File: src/rtl/revo_phase_tracker.sv
// rtl/revo_phase_tracker.sv - revo rising-edge phase picker with periodic confirmation, lock tracking and holdover
// Emits one revo_out per period slot while locked or in holdover, synthesising pulses for missing revos.
module revo_phase_tracker #(
  parameter int WIDTH         = 4,
  parameter int PERIOD_WORDS  = 1280,
  parameter int CONFIRM_COUNT = 3,
  parameter int MISS_LIMIT    = 2
) (
  input  logic                             clock,
  input  logic                             reset,
  input  logic [WIDTH-1:0]                 word_in,
  output logic [$clog2(WIDTH)-1:0]         phase,
  output logic                             locked,
  output logic                             holdover,
  output logic                             revo_out,
  output logic                             revo_is_fake,
  output logic                             mismatch,
  output logic [$clog2(MISS_LIMIT+1)-1:0]  miss_count,
  output logic [1:0]                       state
);

  localparam int PW = $clog2(WIDTH);
  localparam int CW = $clog2(PERIOD_WORDS);
  localparam int FW = $clog2(CONFIRM_COUNT + 1);
  localparam int MW = $clog2(MISS_LIMIT + 1);

  localparam logic [CW-1:0] SLOT_COUNT   = CW'(PERIOD_WORDS - 1);
  localparam logic [FW-1:0] CONFIRM_LAST = FW'(CONFIRM_COUNT - 1);
  localparam logic [MW-1:0] MISS_LAST    = MW'(MISS_LIMIT - 1);
  localparam logic [MW-1:0] MISS_FULL    = MW'(MISS_LIMIT);

  typedef enum logic [1:0] {
    SEARCH   = 2'd0,
    CONFIRM  = 2'd1,
    LOCKED   = 2'd2,
    HOLDOVER = 2'd3
  } state_t;

  state_t          fsm;
  logic            prev_lsb;
  logic [WIDTH:0]  samples;
  logic            raw_valid;
  logic [PW-1:0]   raw_pos;
  logic            edge_valid;
  logic [PW-1:0]   edge_pos;
  logic [CW-1:0]   period_cnt;
  logic [CW-1:0]   period_next;
  logic            slot;
  logic [PW-1:0]   candidate;
  logic [FW-1:0]   confirm;

  assign state = fsm;

  // samples[p] is the sample preceding position p; position 0 is preceded by the last word's bit 0
  assign samples = {word_in, prev_lsb};

  always_comb begin
    raw_valid = 1'b0;
    raw_pos   = '0;
    for (int p = WIDTH - 1; p >= 0; p--) begin
      if (samples[p+1] && !samples[p]) begin
        raw_valid = 1'b1;
        raw_pos   = PW'(p);
      end
    end
  end

  always_ff @(posedge clock or posedge reset) begin
    if (reset) begin
      prev_lsb   <= 1'b0;
      edge_valid <= 1'b0;
      edge_pos   <= '0;
    end else begin
      prev_lsb   <= word_in[0];
      edge_valid <= raw_valid;
      edge_pos   <= raw_pos;
    end
  end

  assign slot        = (period_cnt == SLOT_COUNT);
  assign period_next = slot ? '0 : period_cnt + CW'(1);

  always_ff @(posedge clock or posedge reset) begin
    if (reset) begin
      fsm          <= SEARCH;
      period_cnt   <= '0;
      candidate    <= '0;
      confirm      <= '0;
      phase        <= '0;
      locked       <= 1'b0;
      holdover     <= 1'b0;
      revo_out     <= 1'b0;
      revo_is_fake <= 1'b0;
      mismatch     <= 1'b0;
      miss_count   <= '0;
    end else begin
      revo_out     <= 1'b0;
      revo_is_fake <= 1'b0;
      mismatch     <= 1'b0;
      period_cnt   <= period_next;

      case (fsm)
        SEARCH: begin
          if (edge_valid) begin
            candidate  <= edge_pos;
            confirm    <= FW'(1);
            period_cnt <= '0;
            fsm        <= CONFIRM;
          end
        end

        CONFIRM: begin
          if (edge_valid && slot && edge_pos == candidate) begin
            confirm <= confirm + FW'(1);
            if (confirm == CONFIRM_LAST) begin
              phase      <= candidate;
              miss_count <= '0;
              locked     <= 1'b1;
              fsm        <= LOCKED;
            end
          end else if (edge_valid) begin
            candidate  <= edge_pos;
            confirm    <= FW'(1);
            period_cnt <= '0;
          end else if (slot) begin
            fsm <= SEARCH;
          end
        end

        LOCKED: begin
          // a matching edge on the slot wins over the miss accounting for that slot
          if (edge_valid && slot && edge_pos == phase) begin
            revo_out   <= 1'b1;
            miss_count <= '0;
          end else begin
            if (edge_valid) begin
              mismatch <= 1'b1;
            end
            if (slot) begin
              revo_out     <= 1'b1;
              revo_is_fake <= 1'b1;
              if (miss_count == MISS_LAST) begin
                miss_count <= MISS_FULL;
                locked     <= 1'b0;
                holdover   <= 1'b1;
                fsm        <= HOLDOVER;
              end else begin
                miss_count <= miss_count + MW'(1);
              end
            end
          end
        end

        HOLDOVER: begin
          if (edge_valid) begin
            candidate  <= edge_pos;
            confirm    <= FW'(1);
            period_cnt <= '0;
            holdover   <= 1'b0;
            fsm        <= CONFIRM;
          end else if (slot) begin
            revo_out     <= 1'b1;
            revo_is_fake <= 1'b1;
          end
        end

        default: fsm <= SEARCH;
      endcase
    end
  end

endmodule

File: config.mk
export PLATFORM = sky130hd
export DESIGN_NAME = revo_phase_tracker
export DESIGN_NICKNAME = d
export VERILOG_FILES = /design/src/rtl/revo_phase_tracker.sv
export SDC_FILE = /design/constraint.sdc
export NUM_CORES = 1
export LEC_CHECK = 0
export BUFFER_PORTS_ARGS = -buffer_cell sky130_fd_sc_hd__buf_2
export CORE_ASPECT_RATIO = 0.5
export CORE_MARGIN = 4
export CORE_UTILIZATION = 51
export CTS_CLUSTER_DIAMETER = 100
export DETAILED_ROUTE_END_ITERATION = 10
export PLACE_DENSITY = 0.73
export SLEW_MARGIN = 20
export SYNTH_ARGS = -nofsm -noshare
export SYNTH_HDL_FRONTEND = slang
export SYNTH_SLANG_ARGS = --single-unit
export TNS_END_PERCENT = 100
File: constraint.sdc
create_clock -name clock -period 2 [get_ports clock]
set_input_delay 0.2 -clock clock [delete_from_list [all_inputs] [get_ports clock]]
set_output_delay 0.2 -clock clock [all_outputs]
set_load 0.02 [all_outputs]
==> After elaboration in Yosys (flattened, before gate mapping) <==
Cells that the tools add are included.
{ "word_totals": {"input_bits": 6, "ff_bits": 30} }
{ "op_classes": {"mux": 53, "n_reduce_logical": 22, "add_sub_neg": 3, "eq_ne": 20} }
{ "op_table": {"columns": ["operator", "count"], "rows": [
  ["2-bit two-way mux", 21],
  ["11-bit two-way mux", 3],
  ["11-bit one-hot mux with 2 select lines", 1],
  ["1-bit two-way mux", 20],
  ["2-bit inequality test, second input constant", 7],
  ["3-bit inequality test, second input constant", 4],
  ["2-bit one-hot mux with 2 select lines", 3],
  ["11-bit by 1-bit adder with 11-bit output, second input constant", 1],
  ["11-bit equality test, second input constant", 1],
  ["1-bit one-hot mux with 2 select lines", 4],
  ["1-bit logical AND", 7],
  ["7-bit AND reduction", 1],
  ["2-bit equality test, second input constant", 3],
  ["2-bit one-hot mux with 3 select lines", 1],
  ["6-bit AND reduction", 1],
  ["2-bit nonzero test", 3],
  ["5-bit AND reduction", 1],
  ["2-bit by 1-bit adder with 2-bit output, second input constant", 2],
  ["2-bit by 1-bit equality test with 1-bit output, second input constant", 2],
  ["2-bit equality test", 2],
  ["1-bit logical NOT", 4],
  ["4-bit AND reduction", 1],
  ["3-bit AND reduction", 1],
  ["2-bit logical NOT", 1],
  ["other kinds (3)", 3]
]} }

==> Longest topological paths before layout <==
Gate-level depths: netlist (run 1).
{ "depth": {"depth_word": 6, "ltp_mapped": 7, "ltp_nobuf": 7} }

==> Least setup slack after synthesis (run 1) <==
No wires, ideal clock.
{ "synth_timing": {"path_type": "register to register", "startpoint": "register period_cnt[0]", "endpoint": "register candidate[0]", "path_stages_with_launch": 7, "synth_period_minus_slack_ps": 1864, "arrival_time_ps": 1737, "n_path_buf": 0, "path_slack_ps": 136, "cell_sequence": "dfrtp_1 ha_1 and3_1 and4b_4 and2_4 a211oi_4 mux2_1"} }
{ "synth_via": {"elab_chain_cells": 5} }
{ "synth_lines": {"columns": ["item", "line", "source"], "rows": [
  ["start, declared", "46", "logic [CW-1:0] period_cnt;"],
  ["start signal, assigned", "100", "period_cnt <= period_next;"],
  ["11-bit equality test", "80", "assign slot = (period_cnt == SLOT_COUNT);"],
  ["1-bit logical AND (2 in a row)", "113", "if (edge_valid && slot && edge_pos == candidate) begin"],
  ["2-bit inequality test (no source line)", null, null],
  ["2-bit AND reduction (no source line)", null, null],
  ["end signal, assigned", "105", "candidate <= edge_pos;"],
  ["end signal, assigned", "122", "candidate <= edge_pos;"],
  ["end signal, assigned", "156", "candidate <= edge_pos;"],
  ["end, declared", "49", "logic [PW-1:0] candidate;"]
]} }
Every way passes these cells.
A chain may end at the register's enable or synchronous reset.

==> Final worst setup path (run 1) <==
Ends and elaborated chain as after synthesis.

==> metrics list, run 1 <==
- Post-route DRC violation count: 0
* Reg-to-reg critical path startpoint: period_cnt[0]$_DFF_PP0_
- Post-Route Utilization: between 60% and 70%
- Clock tree from TritonCTS: done
- The initial antenna violation count was 0.
- Tracing the worst setup path back leads to its startpoint at period_cnt[0]$_DFF_PP0_.
- Async SR Flop Fraction: 100%
- X dimension of the die: between 80 and 90 um
- Measured slew at the worst slew-check pin: 0.422 ns
* Fill cell count: ~220
- The slowest stage of the critical path is the sky130_fd_sc_hd__dfrtp_1 cell.
- Unique cell type count in the Yosys netlist: 41
- First-pass GRT wire length: 5000 um
- Global routing consumed, over all layers together, around 17% of the routing resources.
* Antenna Diode Count: 0
- The critical path ends at candidate[0]$_DFFE_PP0P_.
- Global routing consumed, on the met1 layer, 21.0% of the routing resources.
- The final layout contains routed wiring with a total length of just under 3000 um.
- Static timing analysis puts the maximum clock frequency at 0.518 GHz.
* Final setup skew: roughly 0.0028 ns
* Largest buffer count on any clock path: 2
- 17 I/O pins were placed.
- Routing usage on met3: between 5 and 6%
- Area fraction of the dominant cell type after synthesis: 48.5%
- For this run, the leading register cell type out of synthesis is sky130_fd_sc_hd__dfrtp_1.
- The worst setup path is of the reg -> reg kind.
- Port Buffers: 16
- The pre-antenna-repair detailed-routing pass consisted of 4 iterations.
- In the global route stage, met2 resource usage came out at about 28%.
* Slew margin rel.: between 70% and 80%
* Number of nets with antenna violations after detailed routing: 0
- Final worst path period need: around 1.9 ns
* Number of cell rows: 13
- The worst setup path is launched from a flop.
- Endpoint of the most critical register-to-register path: candidate[0]$_DFFE_PP0P_
* Global routing's busiest layer: met2
- Average wire per standard cell: roughly 14 um
- Kind of path behind the tightest hold check: in -> reg
- Clock latency on the worst-skew pair, taken at its later pin, is around 0.28 ns.
- The H-tree generated during clock tree synthesis spans 2 levels.
- Data required time of the worst path: between 2 and 2.5 ns
* Via Count: 1102
* Outcome: complete, no violations
* Largest area contributor in the synthesized netlist: sky130_fd_sc_hd__dfrtp_1
- Counting both buffers and inverters, the worst setup path holds a total of 0.
- Of all nets on the critical path, the largest fanout is 5.
* Effective utilization at floorplan: approximately 56%
- The die covers 4030 um2.
- After the first detailed-routing iteration, the DRC count stood at between 80 and 90.
- Worst setup EP type: flop
- The count of final max-slew check failures came to 0.
- Top cells by area in the synthesized netlist: sky130_fd_sc_hd__dfrtp_1 (49%), sky130_fd_sc_hd__ha_1 (5.7%), sky130_fd_sc_hd__xor2_1 (4.5%), sky130_fd_sc_hd__nor2_1 (4.1%), sky130_fd_sc_hd__mux2i_1 (3.2%)
* Max-Cap Viols: 0
- CTS placed an instance of sky130_fd_sc_hd__clkbuf_8 at the clock tree root.
* Final estimated routing congestion in global placement: 0.854
- Count of endpoints failing setup in the final report: 0
- In the finished design, the share of the clock period the worst path needs comes to a little over nine tenths.
- Final setup margin: just under 0.07 ns
- Static Leakage: 0.884 nW
- Number of cells on the worst reg-to-reg path: 6
- R2R setup slack: 0.07 ns
- Cell depth of the worst setup path: 6
- Sinks on the clock net: 30
- Walking the worst path, the cells encountered are ha_1, and3_1, and4b_4, and2_4, a211oi_4, mux2_1.
- After clock tree synthesis, the clock-pin slew on the worst setup and hold paths is around 0.060 ns.
- Share of final-layout standard cells stronger than drive strength 1: 24.9%
- On the worst path, the slowest cell contributes a delay of between 0.4 and 0.5 ns.
- Cell area after synthesis: around 1500 um2
- Final number of hold-violating endpoints: 0
* Register area share after synthesis: about half
* Pin count of the biggest net entering global routing: 31
- Layout-stage area growth over the synthesis result: 17.4%
* Estimated wirelength of the detail-placed design: approximately 2100 um
* Number of enable-type register cells in the synthesized netlist: 0
* Minimum setup slack after placement: between 0.08 and 0.09 ns
- At the end of the flow, the number of nets in the layout was between 150 and 200.
* Die outline height: 47.0 um
- Kind of cell adding the most delay to the critical path: simple AND/OR/NAND/NOR gates
* Worst voltage drop across the vdd grid: between 0.0005 and 0.0006 V
- Total core area: 2750 um2
- The cell count after synthesis came out at 142.
- Count of yosys warnings during synthesis: 0
- Vias per cell: between 5 and 6
- The number of global-route vias before repair is 1087.
* Critical path arrival: ~2.1 ns
- Post-synthesis average cell area: about 11 um2
- Pwr/cell area: approximately 810 nW/um2
* Count of cells resized by post-cts repair: 0
- Net Count, Synth: 155
- Synthesized flop and latch total: 30
- The total overflow left after global routing is 0.
* Num CTS Buffers: 5
==> where the power goes <==
group | leakage [nW] | switching, mW | internal (mW) | total [mW]
combinational | 0.448 | 0.202 | 0.137 | 0.338
clock | 0.0383 | 0.213 | 0.239 | 0.452
sequential | 0.398 | 0.0421 | 0.646 | 0.688
total | 0.884 | 0.457 | 1.02 | 1.48
==> Yosys cell counts, types with 2 or more instances <==
cell / count
sky130_fd_sc_hd__xor2_1: 8
sky130_fd_sc_hd__a21oi_1: 3
sky130_fd_sc_hd__inv_1: 13
sky130_fd_sc_hd__mux2i_1: 5
sky130_fd_sc_hd__nand2b_1: 2
sky130_fd_sc_hd__mux2_1: 2
sky130_fd_sc_hd__nor2b_1: 2
sky130_fd_sc_hd__nor3b_1: 2
sky130_fd_sc_hd__nor2_1: 17
sky130_fd_sc_hd__xnor2_1: 4
sky130_fd_sc_hd__nand3_1: 7
sky130_fd_sc_hd__a22o_1: 2
sky130_fd_sc_hd__a31oi_1: 2
sky130_fd_sc_hd__dfrtp_1: 30
sky130_fd_sc_hd__mux2_4: 2
sky130_fd_sc_hd__o21ai_0: 5
sky130_fd_sc_hd__mux2_2: 2
sky130_fd_sc_hd__nand2_1: 5
sky130_fd_sc_hd__ha_1: 7
==> sequential cells by signal, indices dropped and copies added (netlist names), 2 cells and up <==
signal	flops
miss_count	2
confirm	2
period_cnt	11
phase	2
edge_pos	2
candidate	2
state	2
==> stage by stage <==
step            TNS, ns  hold WS, ns  std cells  power [mW]  area (um2)
5_1_grt        -0.00593       0.0460        210        1.57        1820
6_report              0       0.0528        210        1.48        1820
4_1_cts               0       0.0442        208        1.49        1800
3_5_place_dp          0        0.293        200        1.03        1720
2_1_floorplan         0        0.231        142       0.933        1550
3_3_place_gp          0        0.283        200        1.00        1720
==> worst min-delay path by stage <==
stage | from | cells after the start | end | slack (ns)
after floorplan | word_in[0] | 0 | prev_lsb$_DFF_PP0_ | 0.23
after global placement | reset | 3 | revo_is_fake$_DFF_PP0_ | 0.28
after detailed placement | reset | 3 | period_cnt[2]$_DFF_PP0_ | 0.29
after CTS | word_in[0] | 1 | prev_lsb$_DFF_PP0_ | 0.04
after global routing | word_in[0] | 1 | prev_lsb$_DFF_PP0_ | 0.05
final | word_in[0] | 1 | prev_lsb$_DFF_PP0_ | 0.05
==> layout make-up <==
class	count	area [um2]	share of cell area, %
tap	37	46.3	2.55
clock buffer	7	76.3	4.20
sequential	30	751	41.3
timing repair buffer	25	150	8.26
multi-input combinational	98	744	41.0
inverter	13	48.8	2.69
==> cell families after synthesis <==
logic type,after synthesis,share of synthesized area (%)
buffers and inverters,14,3.40
AND/OR/NAND/NOR,47,17.4
XOR/XNOR,12,6.79
multiplexers,11,8.08
flip-flops,30,48.5
AO/OA/AOI/OAI,21,10.2
adder cells (fa/ha/maj),7,5.66
==> timing repair <==
item | CTS | global route
setup endpoints to repair | 0 | 2
buffers inserted | 0 | 2
hold buffers | 1 | 0
endpoints found under the hold margin | 30 | 0
==> per-layer routing <==
metal / vias up / wire length [um]
li1: 552 / -
met1: 527 / 1360
met2: 18 / 1400
met3: 5 / 140
met4: 0 / 27
met5: - / 0
==> layout by cell type (no fill, tap or decap), types with 7 or more instances in the layout <==
| cell type | netlist | layout |
|---|---|---|
| sky130_fd_sc_hd__dfrtp_1 | 30 | 30 |
| sky130_fd_sc_hd__buf_4 | 0 | 8 |
| sky130_fd_sc_hd__nor2_1 | 17 | 17 |
| sky130_fd_sc_hd__buf_2 | 0 | 16 |
| sky130_fd_sc_hd__xor2_1 | 8 | 8 |
| sky130_fd_sc_hd__inv_1 | 13 | 13 |
| sky130_fd_sc_hd__nand3_1 | 7 | 7 |
| sky130_fd_sc_hd__ha_1 | 7 | 7 |
No activity file was read; power rests on OpenSTA's default activity.
==> run 2: changes to the inputs <==
--- a/config.mk
+++ b/config.mk
@@ -6,7 +6,7 @@
 export NUM_CORES = 1
 export LEC_CHECK = 0
 export BUFFER_PORTS_ARGS = -buffer_cell sky130_fd_sc_hd__buf_2
-export CORE_ASPECT_RATIO = 0.5
+export CORE_ASPECT_RATIO = 0.7
 export CORE_MARGIN = 4
 export CORE_UTILIZATION = 51
 export CTS_CLUSTER_DIAMETER = 100
==> metrics list, run 2 (synthesized netlist as in run 1, its figures left out) <==
- Buffers inserted to repair hold after CTS numbered 1.
- Antenna Diode Count: 0
- Number of nets with antenna violations after detailed routing: 0
- Count of cells resized by post-cts repair: 0
* Largest register FFs: 11
* Number of cell rows: 16
* Top Ports: 17
- In this run the deepest clock path goes through 2 buffers.
- Total Negative Setup Slacks: 0 ns
- Pwr/cell area: a little over 800 nW/um2
* Layout-stage area growth over the synthesis result: 16.7%
- Using the TritonRoute via totals, the vias-per-cell ratio works out to roughly 5.4.
- Setup repair after global routing missed its margin: false
* Final critical-path share of the clock period: a little over nine tenths
- STA classifies the critical path endpoint as a flop.
- In this run the post-CTS setup repair buffer count came out at 0.
- Summing over every cut layer, the via total after detailed routing is between 1000 and 1500.
- Once the floorplan was initialized, standard cells occupied 54.4% of the core.
* Most common cell after layout, fill and taps aside: sky130_fd_sc_hd__dfrtp_1
- Via count of the first global-routing pass: approximately 1100
* Minimum setup slack after placement: 0.0938 ns
* Outcome: complete, no violations
* Critical path arrival: 2.07 ns
- Launching element type of the critical path: flop
- The count of final max-slew check failures was 0.
- The die covers approximately 4000 um2.
- Port Buffers: 16
- Clock-pin slew was measured on the worst setup and hold paths at roughly 0.06 ns.
* Number of design-rule violations left by the first detailed-router iteration: slightly below 60
- Number of instances on the worst hold path: 1
* X dimension of the die: roughly 74 um
- Final setup margin: between 0.08 and 0.09 ns
- Cells fill 63.6% of the core in the end.
- Total grt overflow: 0
* Pin count of the biggest net entering global routing: 31
- Final worst path period need: about 1.9 ns
- Latest clock arrival within the worst-skew pair: between 0.2 and 0.3 ns
- Ranked by flip-flop count, first place goes to period_cnt.
* Highest net fanout along the worst path: 5
- For the pin with the worst max-slew slack, the measured transition is between 0.3 and 0.4 ns.
- Total Nets Final: approximately 180
* Final estimated routing congestion in global placement: 0.772
* Final number of hold-violating endpoints: 0
- In this run the tightest slew margin relative to its limit is between 70% and 80%.
- TritonCTS built the clock tree.
- Between clock sinks in the finished design, the worst skew comes to around 0.0070 ns.
- The design draws 1.47 mW.
- Number of antenna violations at the first check in global routing: 0
* Count of endpoints failing setup in the final report: 0
* Kind of path behind the tightest hold check: in -> reg
* Static Leakage: 0.878 nW
- The tool flagged a number of max-cap violations equal to 0.
- Most used cells in the layout excluding fill and tap cells: sky130_fd_sc_hd__dfrtp_1 (30), sky130_fd_sc_hd__nor2_1 (17), sky130_fd_sc_hd__buf_2 (16)
- The first detailed-routing pass took 4 iterations.
* Count of H-tree levels built during CTS: 2
- Clock Tree Root: sky130_fd_sc_hd__clkbuf_8
* Num CTS Buffers: 5
* Number of cells on the worst reg-to-reg path: 6
- Estimated wirelength of the detail-placed design: 2170 um
- The setup path with the least slack is of type reg -> reg.
- The core region is 2840 um2.
- Worst voltage drop across the vdd grid: 0.000469 V
* Sinks on the clock net: 30
* Share of final-layout standard cells stronger than drive strength 1: around 25%
- Dividing the detail-routed wire length by the instance count gives around 14 um.
* Total wire length after detailed routing: about 2800 um
- Data required time of the worst path: 2.16 ns
- Die outline height: 54.1 um
- Global routing used 17.2% of the available tracks across all layers.
- First-pass GRT wire length: 4790 um
- Timing-limited maximum frequency: between 0.5 and 0.6 GHz
- After detailed routing, the number of remaining DRC violations is 0.
[run 2: cell count changes in the layout (fill, tap and decap cells not counted)]
cell	previous run	this run
sky130_fd_sc_hd__clkbuf_1	2	0
sky130_fd_sc_hd__clkbuf_8	5	6
sky130_fd_sc_hd__buf_4	8	6
[run 2: layout make-up]
type | instances | area, um2
clock buffer | 6 | 82.6
fill | 234 | 1040
inverter | 13 | 48.8
multi-input combinational | 98 | 744
sequential | 30 | 751
tap | 36 | 45.0
timing repair buffer | 23 | 135
[run 2: critical path, cell delays in order (launching register included)]
cell and delay [ns]:
sky130_fd_sc_hd__dfrtp_1 0.41, sky130_fd_sc_hd__ha_1 0.22, sky130_fd_sc_hd__and3_1 0.17, sky130_fd_sc_hd__and4b_4 0.22
sky130_fd_sc_hd__and2_4 0.16, sky130_fd_sc_hd__a211oi_4 0.27, sky130_fd_sc_hd__mux2_1 0.35
[run 2: final timing paths]
path	startpoint	to	slack, ns
worst max register to register	period_cnt[0]$_DFF_PP0_	candidate[0]$_DFFE_PP0P_	0.09
worst max-delay path	period_cnt[0]$_DFF_PP0_	candidate[0]$_DFFE_PP0P_	0.09
worst min register to register	period_cnt[0]$_DFF_PP0_	period_cnt[0]$_DFF_PP0_	0.50
max in group asynchronous	reset	period_cnt[2]$_DFF_PP0_	1.18
min in group asynchronous	reset	edge_pos[1]$_DFF_PP0_	0.53
worst min-delay path	word_in[0]	prev_lsb$_DFF_PP0_	0.06
[run 2: power breakdown]
part | leakage (nW) | total, mW | internal [mW] | switching [mW]
Combinational | 0.437 | 0.319 | 0.129 | 0.190
Sequential | 0.398 | 0.686 | 0.646 | 0.0400
Clock | 0.0431 | 0.468 | 0.264 | 0.204
Total | 0.878 | 1.47 | 1.04 | 0.434
[run 2: per-layer routing]
| layer | global-route usage, % | part of all wire, % |
|---|---|---|
| met5 | 0 | 0 |
| met3 | 7.46 | 5.2 |
| met4 | 8.73 | 2.0 |
| met1 | 21.7 | 50 |
| met2 | 25.1 | 42 |
[run 2: through the flow]
step / instance area (um2) / hold slack (ns) / std cells
floorplan: 1550 / 0.231 / 142
global placement: 1710 / 0.286 / 199
detailed placement: 1710 / 0.296 / 199
CTS: 1810 / 0.0439 / 206
global route: 1810 / 0.0302 / 206
finish: 1810 / 0.0552 / 206
